--- src/rtl/pulse_blinker_pkg.sv ---
// pulse_blinker_pkg: shared FSM state type and default blink timings
package pulse_blinker_pkg;
    typedef enum logic [1:0] {IDLE, ON, GAP} state_t;
    localparam logic [15:0] DEF_ON_CYCLES  = 16'd1000;
    localparam logic [15:0] DEF_GAP_CYCLES = 16'd1000;
endpackage

--- src/rtl/pulse_blinker_timer.sv ---
// blink_timer: loadable down-counter that stops at zero
// Ports: clk, rst (async, active-high), load/load_val reload the count, zero flags count==0
module blink_timer #(
    parameter int CNT_W = 16
) (
    input  logic             clk,
    input  logic             rst,
    input  logic             load,
    input  logic [CNT_W-1:0] load_val,
    output logic             zero
);
    logic [CNT_W-1:0] tmr;
    always_ff @(posedge clk or posedge rst)
        if (rst) tmr <= '0;
        else     tmr <= load ? load_val : zero ? tmr : tmr - CNT_W'(1);
    assign zero = tmr == '0;
endmodule

--- src/rtl/pulse_blinker.sv ---
// pulse_blinker: turns single-cycle strobes into visible fixed-length LED blinks
// Ports: clk, rst (async, active-high), pulse in; led, busy, pending, dropped out.
// Macro PULSE_BLINKER_QUEUE_EN: when defined, pulses during a blink are queued and
// replayed; when undefined, such pulses are dropped and pending is tied to 0.
module pulse_blinker
    import pulse_blinker_pkg::*;
#(
    parameter logic [15:0] ON_CYCLES  = DEF_ON_CYCLES,
    parameter logic [15:0] GAP_CYCLES = DEF_GAP_CYCLES,
    parameter int          CNT_W      = 16,
    parameter int          QUEUE_W    = 4
) (
    input  logic               clk,
    input  logic               rst,
    input  logic               pulse,
    output logic               led,
    output logic               busy,
    output logic [QUEUE_W-1:0] pending,
    output logic               dropped
);
    localparam logic [CNT_W-1:0] ON_LD  = CNT_W'(ON_CYCLES - 16'd1);
    localparam logic [CNT_W-1:0] GAP_LD = CNT_W'(GAP_CYCLES - 16'd1);
    state_t state, state_nxt;
    logic load, zero, restart, drop_nxt, expire;
    logic [CNT_W-1:0] load_val;
    blink_timer #(.CNT_W(CNT_W)) u_timer (
        .clk      (clk),
        .rst      (rst),
        .load     (load),
        .load_val (load_val),
        .zero     (zero)
    );
    assign expire = state == GAP && zero;
`ifdef PULSE_BLINKER_QUEUE_EN
    logic [QUEUE_W-1:0] pend_q, pend_nxt;
    logic inc, consume;
    assign restart = pend_q != '0 || pulse;
    // A pulse landing on an empty-queue GAP expiry starts the blink directly, so it is not queued.
    always_comb begin
        consume  = expire && pend_q != '0;
        inc      = pulse && state != IDLE && !(expire && pend_q == '0);
        pend_nxt = pend_q;
        drop_nxt = 1'b0;
        if (inc && !consume) begin
            if (&pend_q) drop_nxt = 1'b1;
            else         pend_nxt = pend_q + QUEUE_W'(1);
        end else if (consume && !inc) begin
            pend_nxt = pend_q - QUEUE_W'(1);
        end
    end
    always_ff @(posedge clk or posedge rst)
        if (rst) pend_q <= '0;
        else     pend_q <= pend_nxt;
    assign pending = pend_q;
`else
    assign restart  = 1'b0;
    assign drop_nxt = pulse && state != IDLE;
    assign pending  = '0;
`endif
    always_comb begin
        state_nxt = state;
        load      = 1'b0;
        load_val  = ON_LD;
        case (state)
            IDLE: if (pulse) begin
                state_nxt = ON;
                load      = 1'b1;
            end
            ON: if (zero) begin
                state_nxt = GAP;
                load      = 1'b1;
                load_val  = GAP_LD;
            end
            GAP: if (zero) begin
                state_nxt = restart ? ON : IDLE;
                load      = restart;
            end
            default: state_nxt = IDLE;
        endcase
    end
    always_ff @(posedge clk or posedge rst)
        if (rst) begin
            state   <= IDLE;
            led     <= 1'b0;
            dropped <= 1'b0;
        end else begin
            state   <= state_nxt;
            led     <= state_nxt == ON;
            dropped <= drop_nxt;
        end
    assign busy = state != IDLE;
endmodule
--- config.mk ---
export PLATFORM = sky130hd
export DESIGN_NAME = pulse_blinker
export DESIGN_NICKNAME = d
export VERILOG_FILES = /design/src/rtl/pulse_blinker_pkg.sv /design/src/rtl/pulse_blinker_timer.sv /design/src/rtl/pulse_blinker.sv
export SDC_FILE = /design/constraint.sdc
export NUM_CORES = 1
export LEC_CHECK = 0
export ABC_AREA = 1
export BUFFER_PORTS_ARGS = -buffer_cell sky130_fd_sc_hd__buf_2
export CAP_MARGIN = 0
export CORE_MARGIN = 1.5
export CORE_UTILIZATION = 50
export DETAILED_ROUTE_END_ITERATION = 6
export HOLD_SLACK_MARGIN = 0.12
export PLACE_DENSITY = 0.72
export SETUP_SLACK_MARGIN = 0.02
export SYNTH_ARGS = -nofsm -noshare
export SYNTH_HDL_FRONTEND = slang
export SYNTH_SLANG_ARGS = --single-unit
--- constraint.sdc ---
create_clock -name clk -period 1.53 [get_ports clk]
set_clock_uncertainty 0.05 [all_clocks]
set_input_delay 0.306 -clock clk [delete_from_list [all_inputs] [get_ports clk]]
set_output_delay 0.306 -clock clk [all_outputs]
set_load 0.03 [all_outputs]
== Word-level counts from Yosys, hierarchy flattened ==
Index checks and enable logic that the tools add are counted.

* Input port bits: 3
* Flip-flop bits (word level): 20
* Output and inout port bits: 7

* Reductions and logical operators: 4
* Add/subtract/negate cells: 1
* Multiplexer cells: 9
* Equal/unequal tests: 4

{| class="wikitable"
|+ Operators by type and width
! cell !! number
|-
| $mux W16 || 2
|-
| $logic_not A16 Y1 || 1
|-
| $sub A16 B1 Y16 const B || 1
|-
| $mux W2 || 3
|-
| $pmux W2 S3 || 1
|-
| $eq A2 B1 Y1 const B || 2
|-
| $eq A2 B2 Y1 const B || 1
|-
| $logic_not A2 Y1 || 1
|-
| $mux W1 || 2
|-
| $ne A2 B2 Y1 const B || 1
|-
| $pmux W1 S2 || 1
|-
| $reduce_bool A2 Y1 || 1
|-
| $logic_and A1 B1 Y1 || 1
|}

== Longest topological paths before layout ==
Gate-level depths: netlist (run 1).

* Depth after elaboration: 4
* Mapped depth: 10
* Gate-level depth less buffers: 9

== By module ==
Synthesis (run 1) repeated with hierarchy kept, for this count alone.

* Cell total of the unflattened synthesis: 193
* Area total of the unflattened synthesis: 1376.3 µm²

{| class="wikitable"
|+ Modules (own cells, without submodules)
! module !! times used !! area an instance (µm²) !! cells each
|-
| blink_timer || 1 || 1169.9 || 167
|-
| pulse_blinker || 1 || 206.4 || 26
|}

== Worst setup path before layout (run 1) ==
No wires, ideal clock.

* Path type: reg2reg
* Start: register u_timer.tmr[0]
* End: register u_timer.tmr[3]
* Stages on the path, launching flop included: 11
* Arrival time: 1.383 ns
* Path buffers: 1
* Slack: -0.018 ns
* Library setup time: 0.114 ns
* Path through: dfrtp_1 > inv_1 > ha_1 > nand3_1 > nor2_4 > nand2_4 > nand2_4 > nand2_4 > buf_6 > nand3_1 > inv_1

* Word-level cells in the longest chain between the ends: 4
* Elaborated cells between the ends (all ways): 7
* Classes of those cells: add/sub: 1; eq/ne: 1; mux: 4; reduce/logical: 1

{| class="wikitable"
|+ Ends and longest elaborated chain
! element !! RTL line !! source
|-
| from (decl) || pulse_blinker_timer.sv:12 || <nowiki>logic [CNT_W-1:0] tmr;</nowiki>
|-
| from (signal assigned) || pulse_blinker_timer.sv:15 || <nowiki>else tmr <= load ? load_val : zero ? tmr : tmr - CNT_W'(1);</nowiki>
|-
| parallel branches: the longest is 4 deep, another holds $sub A16 B1 Y16 || n/a ||
|}

Parallel ways; which one is timed is not known. The select of a mux whose other input is x is not followed.
A chain may end at the register's enable or synchronous reset.

== Worst setup path after layout (run 1) ==
* Start: register u_timer.tmr[1]
* End: register u_timer.tmr[4]

The elaborated chain is that of the path after synthesis.

==> summary.txt, run 1 <==
Yosys
  • Synth cell types: 19
  • Mapped Avg Cell Area: 7.07 um^2
  • Synthesized area: 0.00124 mm^2
  • Count of state elements after synthesis: 20
  • Post-Synthesis Cells: 176
  • Synth Warn #: 0
  • Sequential share of the synthesized area: about two fifths

Routing
  • DR pass1 iterations: 4
  • Routed len/inst: 12.5 um
  • DR vias: 1131
  • Detailed Route WL: 2750 um
  • # DRC: 0
  • Initial drt markers: 33
  • Final ANT Viol Nets: 0
  • DR vias/cell: 5.14

Global routing
  • Global-route wire length before repair: 4390 um
  • Met3 GRT Util: 3.39%
  • GRT overflow: 0
  • Layer with the highest usage: met2
  • Largest net degree at the start of global routing: 21
  • Antenna violations before repair: 0
  • GRT Resource Usage Total: 22.0%
  • Met1 Usage GRT: roughly 29%
  • Vias in the first global route: 1020
  • M2 GR Usage: 36.5%

Timing
  • Period utilization: 97.3%
  • Max Freq: ~670 MHz
  • Final setup margin: roughly 0.041 ns
  • Period minus WS final: around 1.5 ns
  • RSZ-0062 raised after global routing: true
  • Endpoints failing setup: 0
  • Pins over their slew limit: 0
  • Final Hold Viols: 0

Placement
  • Routability Congestion: 0.912
  • Worst slack, placed: 0.0397 ns
  • Number of port buffers: 5
  • DP Wirelength: between 1500 and 2000 um
  • Placed Instances: 212

Clock network
  • H-Tree Level Count: 1
  • Deepest clock path buffer count: 2
  • CTS buffer count: 3
  • Clk slew on worst S/H paths: roughly 0.10 ns
  • Worst-skew pair later-pin latency: 0.30 ns
  • Num Clock Sinks: 20
  • Root Buffer Master: clkbuf_4
  • CTS tree: done

Floorplanning
  • Die height: 52.9 um
  • Die area: 0.00280 mm^2
  • Starting Density: 54.7%
  • Core Footprint: 0.00228 mm^2
  • Die Wd: 52.9 um
  • I/O pin cnt: 10
  • # rows: 17

Setup path
  • Reg2Reg Depth: 9
  • Critical path arrival: 1.64 ns
  • Reg-to-Reg Start: u_timer.tmr[1]
  • Critical Path Stages: 9
  • WP data required: 1.68 ns
  • Startpoint types: flop
  • Reg2reg setup slack: around 0.04 ns
  • Crit path launch: u_timer.tmr[1]
  • Delay-heaviest family, CP: simple AND/OR/NAND/NOR gates
  • CP Cell Sequence: inv_2, ha_4, nand3_4, nor2_4, nand2_4, nand2_8, nand2_8, nand3_1, inv_1
  • Max incr delay on CP: approximately 0.44 ns
  • Worst R2R End: u_timer.tmr[4]
  • Critical setup path kind: reg2reg
  • Crit path capture: u_timer.tmr[4]
  • CP dominant cell by count: nand2_8
  • CP max FO: 8
  • Crit. End Element: flop
  • CP bufs+invs: 2
  • Slowest-stage cell, CP: dfrtp_1

Pwr
  • Peak supply drop: 0.00142 V
  • P per Cell Area: 1350 mW/mm^2
  • Static Leak: 0.724 nW

Min path
  • Hold crit path type: in2reg

Flow run
  • Max Cap Violations: 0

Final layout
  • Share of layout cells above drive strength 1: 20.8%
  • Antenna diodes: 0
  • Final #Nets: 199
  • Layout area overhead: 16.9%
  • Layout Cells excl Fill: 220

Status
  • Result of the run: finished, final reports clean
==> routing by layer <==
metal  routed length (um)  vias to the layer above
li1                     -                      562
met1                 1190                      515
met2                 1310                       41
met3                  159                       13
met4                   88                        0
met5                    0                        -
==> state kept, by name, summed over array words and instances (netlist names) <==
name,cells
state,2
dropped,1
led,1
u_timer.tmr,16
==> how the worst min path moves through the flow <==
stage / end / start / depth (start not counted)
after floorplan: dropped / rst / 1
after global placement: u_timer.tmr[13] / rst / 3
after detailed placement: u_timer.tmr[12] / rst / 3
after CTS: dropped / pulse / 3
after global routing: dropped / pulse / 3
final: dropped / pulse / 3
==> worst reg2reg max path: cells and delay by family, from the launching register on <==
family	cells	cell delay, ns
and+or+nand+nor	6	0.61
DFF	1	0.44
buffers and inverters	2	0.16
adders and majority gates	1	0.15
==> cells in the mapped netlist <==
master | n | area, um^2
nand3b_1 | 1 | 7.51
o21ai_0 | 7 | 35.0
conb_1 | 1 | 3.75
nand4_1 | 2 | 12.5
and2_1 | 1 | 6.26
buf_4 | 4 | 30.0
nand2_1 | 46 | 173
nor2_4 | 2 | 22.5
buf_6 | 1 | 11.3
nand2_4 | 3 | 33.8
dfrtp_1 | 20 | 500
ha_1 | 2 | 25.0
nand3_1 | 18 | 90.1
inv_1 | 25 | 93.8
xnor2_1 | 5 | 43.8
nor2_2 | 3 | 18.8
nand2_2 | 2 | 12.5
nor3_1 | 1 | 5.00
nor2_1 | 32 | 120
==> through the flow <==
| stage | hold WS, ns | total power [mW] | util (%) | instance area [um^2] | TNS [ns] |
|---|---|---|---|---|---|
| after global routing | 0.170 | 2.11 | 63.9 | 1460 | -0.286 |
| after floorplan | 0.220 | 1.29 | - | 1260 | 0 |
| after CTS | 0.164 | 1.72 | 59.3 | 1350 | 0 |
| after global placement | 0.288 | 1.44 | 57.7 | 1310 | 0 |
| after detailed placement | 0.291 | 1.46 | 57.7 | 1310 | 0 |
| final | 0.175 | 1.96 | 63.9 | 1460 | 0 |
==> kinds of logic after synthesis <==
kind of cell	share of synthesized area (%)
XOR/XNOR	3.52
buffers and inverters	10.9
AND/OR/NAND/NOR	40.3
other	0.301
AO/OA/AOI/OAI	2.81
flip-flops	40.2
adder cells (fa/ha/maj)	2.01
==> cell type report <==
type | instances | area (um^2)
repair buffers | 14 | 95.1
well taps | 28 | 35.0
flip-flops and latches | 20 | 502
fillers | 186 | 821
inverters | 25 | 93.8
multi-input cells | 130 | 707
clock buffers | 3 | 22.5
==> power by group <==
part / switching [mW] / total (mW) / internal [mW]
Sequential: 0.107 / 0.749 / 0.642
Clock: 0.151 / 0.243 / 0.0919
Combinational: 0.612 / 0.968 / 0.356
Total: 0.870 / 1.96 / 1.09
==> cell usage in the layout (no fill, tap or decap), drive strengths merged, types with 2 or more instances in the layout <==
| cell | synthesis | layout |
|---|---|---|
| dfrtp | 20 | 20 |
| nand3 | 18 | 18 |
| clkbuf | 0 | 3 |
| o21ai | 7 | 7 |
| nor2 | 37 | 37 |
| ha | 2 | 2 |
| conb | 1 | 4 |
| xnor2 | 5 | 5 |
| inv | 25 | 25 |
| buf | 5 | 13 |
| nand4 | 2 | 2 |
| nand2 | 51 | 52 |
==> what timing repair did <==
item	in CTS	in global routing
hold endpoints to repair	20	0
buffers inserted	0	3
gates cloned	0	1
resized for setup	2	19
pin swaps	0	2
hold buffers	1	0
endpoints found under the setup margin	1	19
Power figures use the tool's default switching activity.
==> inputs of run 2 (changes only) <==
--- a/config.mk
+++ b/config.mk
@@ -5,7 +5,7 @@
 export SDC_FILE = /design/constraint.sdc
 export NUM_CORES = 1
 export LEC_CHECK = 0
-export ABC_AREA = 1
+export ABC_AREA = 0
 export BUFFER_PORTS_ARGS = -buffer_cell sky130_fd_sc_hd__buf_2
 export CAP_MARGIN = 0
 export CORE_MARGIN = 1.5
==> run 2 against run 1 <==
The flow now finishes with violations (setup timing). Cell count fell by 13%. Via count grew 3.4%. Clock-buffer cell count stayed put. Wire length is 32% higher. Register-to-register slack got worse by 0.40 ns. Setup slack lost 0.40 ns. Hold slack improved by 0.035 ns. Area after synthesis is 9.8% lower. Total power down 3.2%. Cell area increased by 17%. Largest power group unchanged.
==> summary.txt, run 2 <==
Status
  • Result of the run: complete, but fails checks
  • Violated checks: setup timing

Yosys
  • Most frequent cells after synthesis: dfrtp_1 (20), nor2_1 (10), nand2_1 (7)
  • Synth area leaders: dfrtp_1 (45%), xnor2_1 (3.9%), xor2_1 (3.9%)
  • Simple logic cell fraction of the synthesized area: 25.5%
  • Post-Synthesis Cells: 110
  • Post-synthesis compound-gate area fraction: ~14%
  • Count of state elements after synthesis: 20
  • Synth cell types: 39
  • Mux cell area share after synthesis: 0%
  • Most common cell in the netlist: dfrtp_1
  • Post-synthesis xor/xnor area fraction: 7.80%
  • Post-synth top area share: 44.6%
  • Synth Warn #: 0
  • Post-Synth Adder-Cell Area: 2.23%
  • Sequential share of the synthesized area: 44.6%
  • Mapped Avg Cell Area: around 10 um^2
  • Largest family of logic cells by synthesized area: simple AND/OR/NAND/NOR gates
  • Synthesized area: 0.00112 mm^2
  • Ys flop type: dfrtp_1
  • Post-synth EDFFs: 0
  • Top cell type by total area after synthesis: dfrtp_1
  • Post-synth ARST share: 100%

Timing
  • Period minus WS final: approximately 1.9 ns
  • Final Hold Viols: 0
  • Period utilization: 123%
  • Setup_tns: -5.14 ns
  • RSZ-0062 raised after global routing: true
  • Pins over their slew limit: 0
  • Endpoints failing setup: 20
  • Final setup margin: -0.357 ns
  • Max Freq: 530 MHz

Pwr
  • P per Cell Area: ~1100 mW/mm^2
  • Overall power: approximately 1.9 mW
  • Peak supply drop: 0.000977 V
  • Static Leak: 0.751 nW

Routing
  • Routed len/inst: 19.0 um
  • Final ANT Viol Nets: 0
  • Detailed Route WL: 3630 um
  • DR vias: 1170
  • DR pass1 iterations: 5
  • Initial drt markers: 59
  • # DRC: 0
  • DR vias/cell: 6.13

Global routing
  • GRT Resource Usage Total: 28.7%
  • Largest net degree at the start of global routing: 21
  • Global-route wire length before repair: ~5300 um
  • Antenna violations before repair: 0
  • GRT overflow: 0
  • Vias in the first global route: 1135

Clock network
  • Clk slew on worst S/H paths: 0.12 ns
  • CTS buffer count: 3
  • Worst-skew pair later-pin latency: between 0.3 and 0.4 ns
  • H-Tree Level Count: 1
  • Deepest clock path buffer count: 2
  • Num Clock Sinks: 20
  • Root Buffer Master: clkbuf_4
  • CTS tree: done

Setup path
  • Crit. End Element: flop
  • Critical setup path kind: reg2reg
  • Reg2reg setup slack: -0.36 ns
  • Reg2Reg Depth: 8
  • Reg-to-Reg Start: u_timer.tmr[0]
  • Startpoint types: flop
  • CP max FO: 3
  • Worst R2R End: u_timer.tmr[15]
  • WP data required: 1.73 ns
  • Critical path arrival: 2.08 ns

Final layout
  • Commonest non-fill, non-tap cells in the layout: buf_4 (39), dfrtp_1 (20), nor2_1 (8), buf_6 (8), nand2_1 (7)
  • Max reg flops: 16
  • Final #Nets: 171
  • Most common cell after layout, fill and taps aside: buf_4
  • Antenna diodes: 0
  • Layout area overhead: 51.1%
  • Layout fillers: 118
  • Largest regs: u_timer.tmr: 16 flops, state: 2 flops
  • Share of layout cells above drive strength 1: 48.8%
  • Biggest register: u_timer.tmr

Floorplanning
  • Die area: about 0.0025 mm^2
  • # rows: 16
  • Die height: 50.4 um
  • Core Footprint: 0.00204 mm^2
  • Die Wd: roughly 50 um
  • Starting Density: 55.0%
  • I/O pin cnt: 10

Placement
  • DP Wirelength: 2020 um
  • Number of port buffers: 5
  • Routability Congestion: 0.808

Flow run
  • Max Cap Violations: 0

Min path
  • Hold Path Sink: dropped
  • WHS Path Cells: 2
  • Min-delay src: pulse
  • Hold crit path type: in2reg
-- run 2: changes by cell type after synthesis, moves of 3 or more --
cell / before / now
nand3_1: 18 / 5
xor2_1: 0 / 5
o31ai_1: 0 / 3
nand2_1: 46 / 7
nor2_2: 3 / 0
nor2_1: 32 / 10
inv_1: 25 / 5
nand2_4: 3 / 0
o21ai_0: 7 / 3
a21oi_1: 0 / 6
-- run 2: where the power goes --
part / internal, mW / switching (mW)
combinational: 0.418 / 0.467
sequential: 0.634 / 0.123
clock: 0.0919 / 0.164
-- run 2: logic make-up after synthesis --
group,after synthesis
compound gates,22
xor+xnor,10
fa+ha+maj,2
buf+inv,10
flops,20
other cells,1
simple gates,45
-- run 2: per-stage QoR --
| step | instance area (um^2) | instances | worst slack, ns | hold slack (ns) | utilization [%] |
|---|---|---|---|---|---|
| detailed placement | 1430 | 175 | -0.416 | 0.293 | 69.9 |
| global route | 1700 | 191 | -0.397 | 0.205 | 83.0 |
| floorplan | 1140 | 113 | -0.211 | 0.220 | - |
| global placement | 1430 | 175 | -0.366 | 0.285 | 69.9 |
| CTS | 1630 | 191 | -0.218 | 0.196 | 79.6 |
| finish | 1700 | 191 | -0.357 | 0.210 | 83.0 |
-- run 2: worst max path at each step --
stage / startpoint / to / slack, ns / cells after the start
4_1_cts: u_timer.tmr[0] / u_timer.tmr[15] / -0.22 / 6
3_3_place_gp: u_timer.tmr[0] / u_timer.tmr[14] / -0.37 / 6
3_5_place_dp: u_timer.tmr[0] / u_timer.tmr[12] / -0.42 / 6
2_1_floorplan: u_timer.tmr[0] / u_timer.tmr[15] / -0.21 / 7
5_1_grt: u_timer.tmr[0] / u_timer.tmr[0] / -0.40 / 8
6_report: u_timer.tmr[0] / u_timer.tmr[15] / -0.36 / 8
-- run 2: critical path, cell delays in order, from the launching register on --
cell and delay, ns:
dfrtp_1 0.41, inv_1 0.10, ha_1 0.15, nor3b_4 0.32
nand3_4 0.16, o2111ai_2 0.25, buf_4 0.16, o31ai_1 0.07
a21oi_2 0.15
-- run 2: final cells by class --
cell class | instances | area (um^2) | share of cell area, %
multi-input combinational | 84 | 707 | 41.7
timing repair buffer | 52 | 413 | 24.4
inverter | 5 | 18.8 | 1.11
tap | 27 | 33.8 | 1.99
sequential | 20 | 500 | 29.5
clock buffer | 3 | 22.5 | 1.33
-- run 2: routing by layer --
metal / global-route usage, % / vias to the layer above / routed length [um]
met2: 50.4 / 87 / 1800
li1: - / 499 / -
met3: 5.65 / 29 / 260
met4: 8.11 / 0 / 209
met5: 0 / - / 0
met1: 35.5 / 555 / 1360
-- run 2: repair_timing --
action / 4_1_cts / 5_1_grt
endpoints found under the hold margin: 20 / 0
setup buffers: 11 / 0
resized for setup: 16 / 17
endpoints found under the setup margin: 20 / 20
cloned: 1 / 0
hold buffers: 1 / 0
pin swaps: 9 / 4
